<file path="src/rtl/xbar_l2_bank_arb_pkg.sv">
// Shared types and constants for the L2 crossbar bank arbiter.
// Contents:
//   CONFLICT_CNT_W - width of the optional conflict counter
//   MAX_IDX_W      - index width for the largest supported master count (16)
//   idx_width()    - master index width for a given master count (min 1)
//   rsp_entry_t    - response pipeline entry {valid, master idx, wen}
package xbar_l2_bank_arb_pkg;

    localparam int unsigned CONFLICT_CNT_W = 32;
    localparam int unsigned MAX_IDX_W      = 4;

    // Index width for n masters, never below one bit.
    function automatic int unsigned idx_width(input int unsigned n);
        return (n < 2) ? 1 : $clog2(n);
    endfunction

    // idx is sized for the largest master count; users cast to their own width.
    typedef struct packed {
        logic                 valid;
        logic [MAX_IDX_W-1:0] idx;
        logic                 wen;
    } rsp_entry_t;

endpackage

</file>
<file path="src/rtl/xbar_l2_rr_arbiter.sv">
// Round-robin arbiter: one-hot grant plus winner index for a request vector.
// Ports:
//   clk, rst  - clock, asynchronous active-high reset
//   req       - per-master request vector
//   gnt       - one-hot grant (zero when no request)
//   gnt_idx   - index of the granted master
//   gnt_valid - a grant was issued this cycle
module xbar_l2_rr_arbiter
    import xbar_l2_bank_arb_pkg::*;
#(
    parameter  int unsigned N_MASTER = 9,
    localparam int unsigned IDX_W    = idx_width(N_MASTER)
) (
    input  logic                clk,
    input  logic                rst,
    input  logic [N_MASTER-1:0] req,
    output logic [N_MASTER-1:0] gnt,
    output logic [IDX_W-1:0]    gnt_idx,
    output logic                gnt_valid
);

    // Highest-priority master for the current cycle.
    logic [IDX_W-1:0] rr_ptr;

    // Two passes: masters at or above rr_ptr first, then the wrapped-around ones.
    always_comb begin
        gnt       = '0;
        gnt_idx   = '0;
        gnt_valid = 1'b0;
        for (int m = 0; m < int'(N_MASTER); m++) begin
            if (!gnt_valid && req[m] && (IDX_W'(m) >= rr_ptr)) begin
                gnt_valid = 1'b1;
                gnt[m]    = 1'b1;
                gnt_idx   = IDX_W'(m);
            end
        end
        for (int m = 0; m < int'(N_MASTER); m++) begin
            if (!gnt_valid && req[m] && (IDX_W'(m) < rr_ptr)) begin
                gnt_valid = 1'b1;
                gnt[m]    = 1'b1;
                gnt_idx   = IDX_W'(m);
            end
        end
    end

    // Explicit wrap so non-power-of-two master counts return to 0.
    always_ff @(posedge clk or posedge rst) begin
        if (rst) begin
            rr_ptr <= '0;
        end else if (gnt_valid) begin
            rr_ptr <= (gnt_idx == IDX_W'(N_MASTER - 1)) ? '0 : gnt_idx + IDX_W'(1);
        end
    end

endmodule

</file>
<file path="src/rtl/xbar_l2_bank_arb.sv">
// N-master to single-bank request arbiter and latency-matched response router.
// Optional feature macro: XBAR_L2_BANK_ARB_CONFLICT_CNT_EN adds conflict_cnt_o.
// Ports:
//   clk, rst          - clock, asynchronous active-high reset
//   data_req_i ..     - per-master request, address, wen (1 = load), wdata, be
//   data_gnt_o        - combinational one-hot grant
//   data_r_valid_o    - response valid, BANK_LAT cycles after grant
//   data_r_rdata_o    - response data (bank data for loads, 0 for stores)
//   mem_*             - winner's request to the bank; mem_rdata_i read data
//   conflict_cnt_o    - cycles with two or more requesters (optional)
module xbar_l2_bank_arb
    import xbar_l2_bank_arb_pkg::*;
#(
    parameter int unsigned N_MASTER = 9,
    parameter int unsigned ADDR_W   = 14,
    parameter int unsigned DATA_W   = 32,
    parameter int unsigned BANK_LAT = 1
) (
    input  logic                             clk,
    input  logic                             rst,
    input  logic [N_MASTER-1:0]              data_req_i,
    input  logic [N_MASTER-1:0][ADDR_W-1:0]  data_add_i,
    input  logic [N_MASTER-1:0]              data_wen_i,
    input  logic [N_MASTER-1:0][DATA_W-1:0]  data_wdata_i,
    input  logic [N_MASTER-1:0][DATA_W/8-1:0] data_be_i,
    output logic [N_MASTER-1:0]              data_gnt_o,
    output logic [N_MASTER-1:0]              data_r_valid_o,
    output logic [N_MASTER-1:0][DATA_W-1:0]  data_r_rdata_o,
    output logic                             mem_req_o,
    output logic [ADDR_W-1:0]                mem_add_o,
    output logic                             mem_wen_o,
    output logic [DATA_W-1:0]                mem_wdata_o,
    output logic [DATA_W/8-1:0]              mem_be_o,
    input  logic [DATA_W-1:0]                mem_rdata_i
`ifdef XBAR_L2_BANK_ARB_CONFLICT_CNT_EN
    ,
    output logic [CONFLICT_CNT_W-1:0]        conflict_cnt_o
`endif
);

    localparam int unsigned IDX_W = idx_width(N_MASTER);

    logic [N_MASTER-1:0] req_eff;
    logic [N_MASTER-1:0] gnt;
    logic [IDX_W-1:0]    gnt_idx;
    logic                gnt_valid;
    rsp_entry_t          pipe [BANK_LAT];
    rsp_entry_t          rsp_last;

    // Requests are masked while in reset so no grant or bank access escapes.
    assign req_eff = rst ? '0 : data_req_i;

    xbar_l2_rr_arbiter #(.N_MASTER(N_MASTER)) u_arb (
        .clk       (clk),
        .rst       (rst),
        .req       (req_eff),
        .gnt       (gnt),
        .gnt_idx   (gnt_idx),
        .gnt_valid (gnt_valid)
    );

    assign data_gnt_o = gnt;
    assign mem_req_o  = gnt_valid;

    // Winner's fields to the bank; all zero with no grant.
    always_comb begin
        mem_add_o   = '0;
        mem_wen_o   = 1'b0;
        mem_wdata_o = '0;
        mem_be_o    = '0;
        for (int m = 0; m < int'(N_MASTER); m++) begin
            if (gnt[m]) begin
                mem_add_o   = data_add_i[m];
                mem_wen_o   = data_wen_i[m];
                mem_wdata_o = data_wdata_i[m];
                mem_be_o    = data_be_i[m];
            end
        end
    end

    // Response pipeline matching the bank read latency; reset drops in-flight entries.
    always_ff @(posedge clk or posedge rst) begin
        if (rst) begin
            for (int s = 0; s < int'(BANK_LAT); s++) begin
                pipe[s] <= '0;
            end
        end else begin
            pipe[0].valid <= gnt_valid;
            pipe[0].idx   <= MAX_IDX_W'(gnt_idx);
            pipe[0].wen   <= mem_wen_o;
            for (int s = 1; s < int'(BANK_LAT); s++) begin
                pipe[s] <= pipe[s-1];
            end
        end
    end

    assign rsp_last = pipe[BANK_LAT-1];

    // Route the retiring response to its master; stores return zero data.
    always_comb begin
        data_r_valid_o = '0;
        data_r_rdata_o = '0;
        for (int m = 0; m < int'(N_MASTER); m++) begin
            if (!rst && rsp_last.valid && (rsp_last.idx == MAX_IDX_W'(m))) begin
                data_r_valid_o[m] = 1'b1;
                data_r_rdata_o[m] = rsp_last.wen ? mem_rdata_i : '0;
            end
        end
    end

`ifdef XBAR_L2_BANK_ARB_CONFLICT_CNT_EN
    logic multi_req;

    // Two or more bits set: clearing the lowest set bit leaves something.
    assign multi_req = (req_eff & (req_eff - N_MASTER'(1))) != '0;

    // Saturating count of contended cycles.
    always_ff @(posedge clk or posedge rst) begin
        if (rst) begin
            conflict_cnt_o <= '0;
        end else if (multi_req && (conflict_cnt_o != '1)) begin
            conflict_cnt_o <= conflict_cnt_o + CONFLICT_CNT_W'(1);
        end
    end
`endif

endmodule

</file>
<file path="config.mk">
export PLATFORM = sky130hd
export DESIGN_NAME = xbar_l2_bank_arb
export DESIGN_NICKNAME = d
export VERILOG_FILES = /design/src/rtl/xbar_l2_bank_arb_pkg.sv /design/src/rtl/xbar_l2_rr_arbiter.sv /design/src/rtl/xbar_l2_bank_arb.sv
export SDC_FILE = /design/constraint.sdc
export NUM_CORES = 1
export LEC_CHECK = 0
export CAP_MARGIN = 20
export CORE_AREA = 2 2 338 340
export DETAILED_ROUTE_END_ITERATION = 12
export DIE_AREA = 0 0 340 342
export SETUP_SLACK_MARGIN = 0.05
export SYNTH_ARGS = -nofsm -noshare
export SYNTH_HDL_FRONTEND = slang
export SYNTH_SLANG_ARGS = --single-unit
</file>
<file path="constraint.sdc">
create_clock -name clk -period 3.2 [get_ports clk]
set_input_delay 0.32 -clock clk [delete_from_list [all_inputs] [get_ports clk]]
set_output_delay 0.32 -clock clk [all_outputs]
set_load 0.02 [all_outputs]
</file>
==> impl_metrics.yaml <==
outcome:
  status: "finished, violations left"
  violations: "negative setup slack"
timing:
  final.setup_skew_ns: 0.001287
  min_period_ns: 3.574
  slew_viol_final: 0
  finalHoldViolations: 0
  tightest_slew_ns: 0.7571
  slew_headroom_pct: 49.41
  tns_ns: -15.06
  clock.fmax_mhz: 279.8
  finalSetupViolCount: 54
  rsz0062_at_grt: "true"
  post-route-period-util_pct: 111.7
  layout_setup_ws_ns: -0.3735
floorplan:
  die-area_um2: 116300
  rows: 124
  ios: 860
  coreArea_um2: 113100
  die_h_um: 342
  start_util_pct: 5.255
  die_x_um: 340
clock_tree:
  h-tree-depth: 1
  cts_buffers: 3
  clock-sinks: 10
  clkTransAtPathRegs_ns: 0.04
  clk_latency_ns: 0.23
  cts_tree: "yes"
  root_buffer: "clkbuf_16"
  clk_path_buf_depth: 2
power_and_ir_drop:
  leakage_nw: 7.214
  total_power_w: 0.01331
  power_density_nw_per_um2: 662.7
  ir_drop_v: 0.0002889
critical_path:
  r2r_start: "u_arb.rr_ptr[1]"
  path_buf_inv: 5
  cpMostUsedCell: "buf_12"
  cpPeakStageDelay_ns: 0.59
  worstPathCellList: "or4b_4 -> a41oi_4 -> nor3b_4 -> a32oi_4 -> buf_6 -> buf_12 -> buf_12 -> o22ai_1 -> o31ai_2 -> buf_4 -> buf_12"
  crit_arrival_ns: 3.25
  critPathKind: "reg -> out"
  worstSetupEndpointType: "primary output"
  cp-startpoint: "u_arb.rr_ptr[1]"
  cpLargestDelayFamily: "compound AO/OA/AOI/OAI gates"
  critPathMaxFanout: 22
  r2r_cells: 14
  crit_required_ns: 2.88
  crit_cells: 11
  cp-start-kind: "flip-flop"
  critical_path.slowest_cell: "or4b_4"
routing:
  vias_per_cell: 3.586
  drt_pre_antenna_iters: 5
  wirelength_um: 90740
  wl_met2_um: 43660
  num_vias: 12370
  post_drt_wl_per_cell_um: 26.31
  wl_met1_um: 36470
  drc: 0
  top_layer_used: "met5"
  ant_nets: 0
  drt_iter0_drc: 988
  wl_met3_um: 9086
synthesis:
  synth_area_leader_cell: "nor2_1"
  syn_area_um2: 5943
  ys_ff_latch: 10
  ys_warn_count: 0
  synth_cells: 916
  synth_flop_cell: "dfrtp_1"
  yosysMostFrequentCell: "nor2_1"
  synth_top_cell_area_share_pct: 18.63
  synth.distinct_cells: 64
  syn-num-nets: 1420
  yosysSeqAreaShare_pct: 4.211
  async_flop_share_pct: 100.0
  synthTopCellsByCount: "295 x nor2_1, 76 x clkbuf_1, 56 x o21ai_0"
  synthTopCellsByArea: "nor2_1 19%, a221oi_2 12%, o31ai_2 10%"
  synth_edf_count: 0
  syn_avg_cell_area_um2: 6.488
global_route:
  antenna_found_initial: 56
  overflow: 0
  grt_pass1_vias: 11870
  grt_max_degree: 34
  grt_first_pass_wirelength_um: 115400
  grtUsageTotal_pct: 14.61
cells_and_area:
  drive_gt1_share_pct: 25.58
  multi_input_area_um2: 6056
  register_area_um2: 255.2
  fillCellCount: 12550
  fin_nets: 2437
  area_growth_pct: 238.0
  fin_util_pct: 17.76
  fin_area_um2: 20090
placement:
  dp_hpwl_um: 75670
  port_buffers: 859
  gp_congestion: 1.006
  place_area_um2: 17840
hold_path:
  min_path_type: "in -> async"
run:
  maxCapViolations: 0
==> cells by family after synthesis <==
group	after synthesis	synth area share [%]
and+or+nand+nor	437	32.13
buffers and inverters	125	8.863
adders and majority gates	2	0.4210
muxes	1	0.1895
AOI/OAI and AO/OA	341	54.19
DFF	10	4.211
==> metal layers <==
metal / vias to the layer above / global-route usage [%]
li1: 5476 / -
met1: 5893 / 18.02
met2: 784 / 25.11
met3: 142 / 5.293
met4: 72 / 1.189
met5: - / 0
==> worst register-to-register path, delay by kind of cell (launching register included) <==
kind                     cells  cell delay (ns)
AO/OA/AOI/OAI                3             0.87
buffers and inverters        7             0.75
flip-flops                   1             0.48
adder cells (fa/ha/maj)      1             0.21
AND/OR/NAND/NOR              3             0.96
==> path summary, 6_finish.rpt <==
| path | to | slack (ns) |
|---|---|---|
| setup reg to reg | u_arb.rr_ptr[2] | -0.18 |
| hold / removal | pipe[1] | 0.49 |
| hold reg to reg | u_arb.rr_ptr[0] | 0.61 |
| setup / recovery | mem_wdata_o[21] | -0.37 |
| min in group clk | u_arb.rr_ptr[0] | 0.61 |
| max in group asynchronous | u_arb.rr_ptr[1] | 2.55 |
==> state kept, by name, indices dropped and copies added, names as in the netlist <==
| signal | flops |
|---|---|
| u_arb.rr_ptr | 4 |
| pipe | 6 |
==> per-stage QoR <==
stage               worst slack (ns)  instances  hold slack, ns
global placement              -1.410       3347          0.6802
floorplan                     0.1016        916          0.3650
CTS                          -0.4036       3425          0.5988
finish                       -0.3735       3449          0.4878
global route                 -0.4471       3444          0.5172
detailed placement            -1.063       3348          0.6964
==> cells in the final DEF, fill, tap and decap left out, types with 6 or more instances in the layout <==
master           instances
buf_12                  68
buf_8                   16
nand2b_1                50
o21ai_1                 14
diode_2                  6
a22oi_1                 44
dlygate4sd2_1           10
nor2_1                 291
dfrtp_1                  6
a221o_1                 51
o31ai_4                 15
dlymetal6s2s_1          13
a221oi_4                33
a221oi_2                18
o21ai_0                 39
buf_16                   6
inv_1                   21
o22ai_1                 44
a22oi_2                  9
buf_4                  162
buf_6                   57
o31ai_2                 38
clkdlybuf4s50_1        775
nand2_1                 48
==> final cells by class <==
class	instances	area share (%)
sequential	10	1.270
tap	1512	9.416
inverter	22	0.4235
multi-input combinational	781	30.14
antenna	6	0.07473
timing repair buffer	1115	58.30
clock buffer	3	0.3737
==> power by group <==
group	leakage [nW]	total (W)	switching, W	internal, W
Combinational	7.06	0.0128	0.00674	0.00607
Sequential	0.116	0.000282	0.0000916	0.000191
Clock	0.0370	0.000218	0.0000563	0.000162
==> timing repair <==
action,4_1_cts,5_1_grt
endpoints found under the setup margin,337,322
resized for setup,310,124
buffers inserted,77,31
cloned,8,1
pin swaps,52,75
hold buffers,0,0
Note: power is estimated with default switching activity, not from simulation.
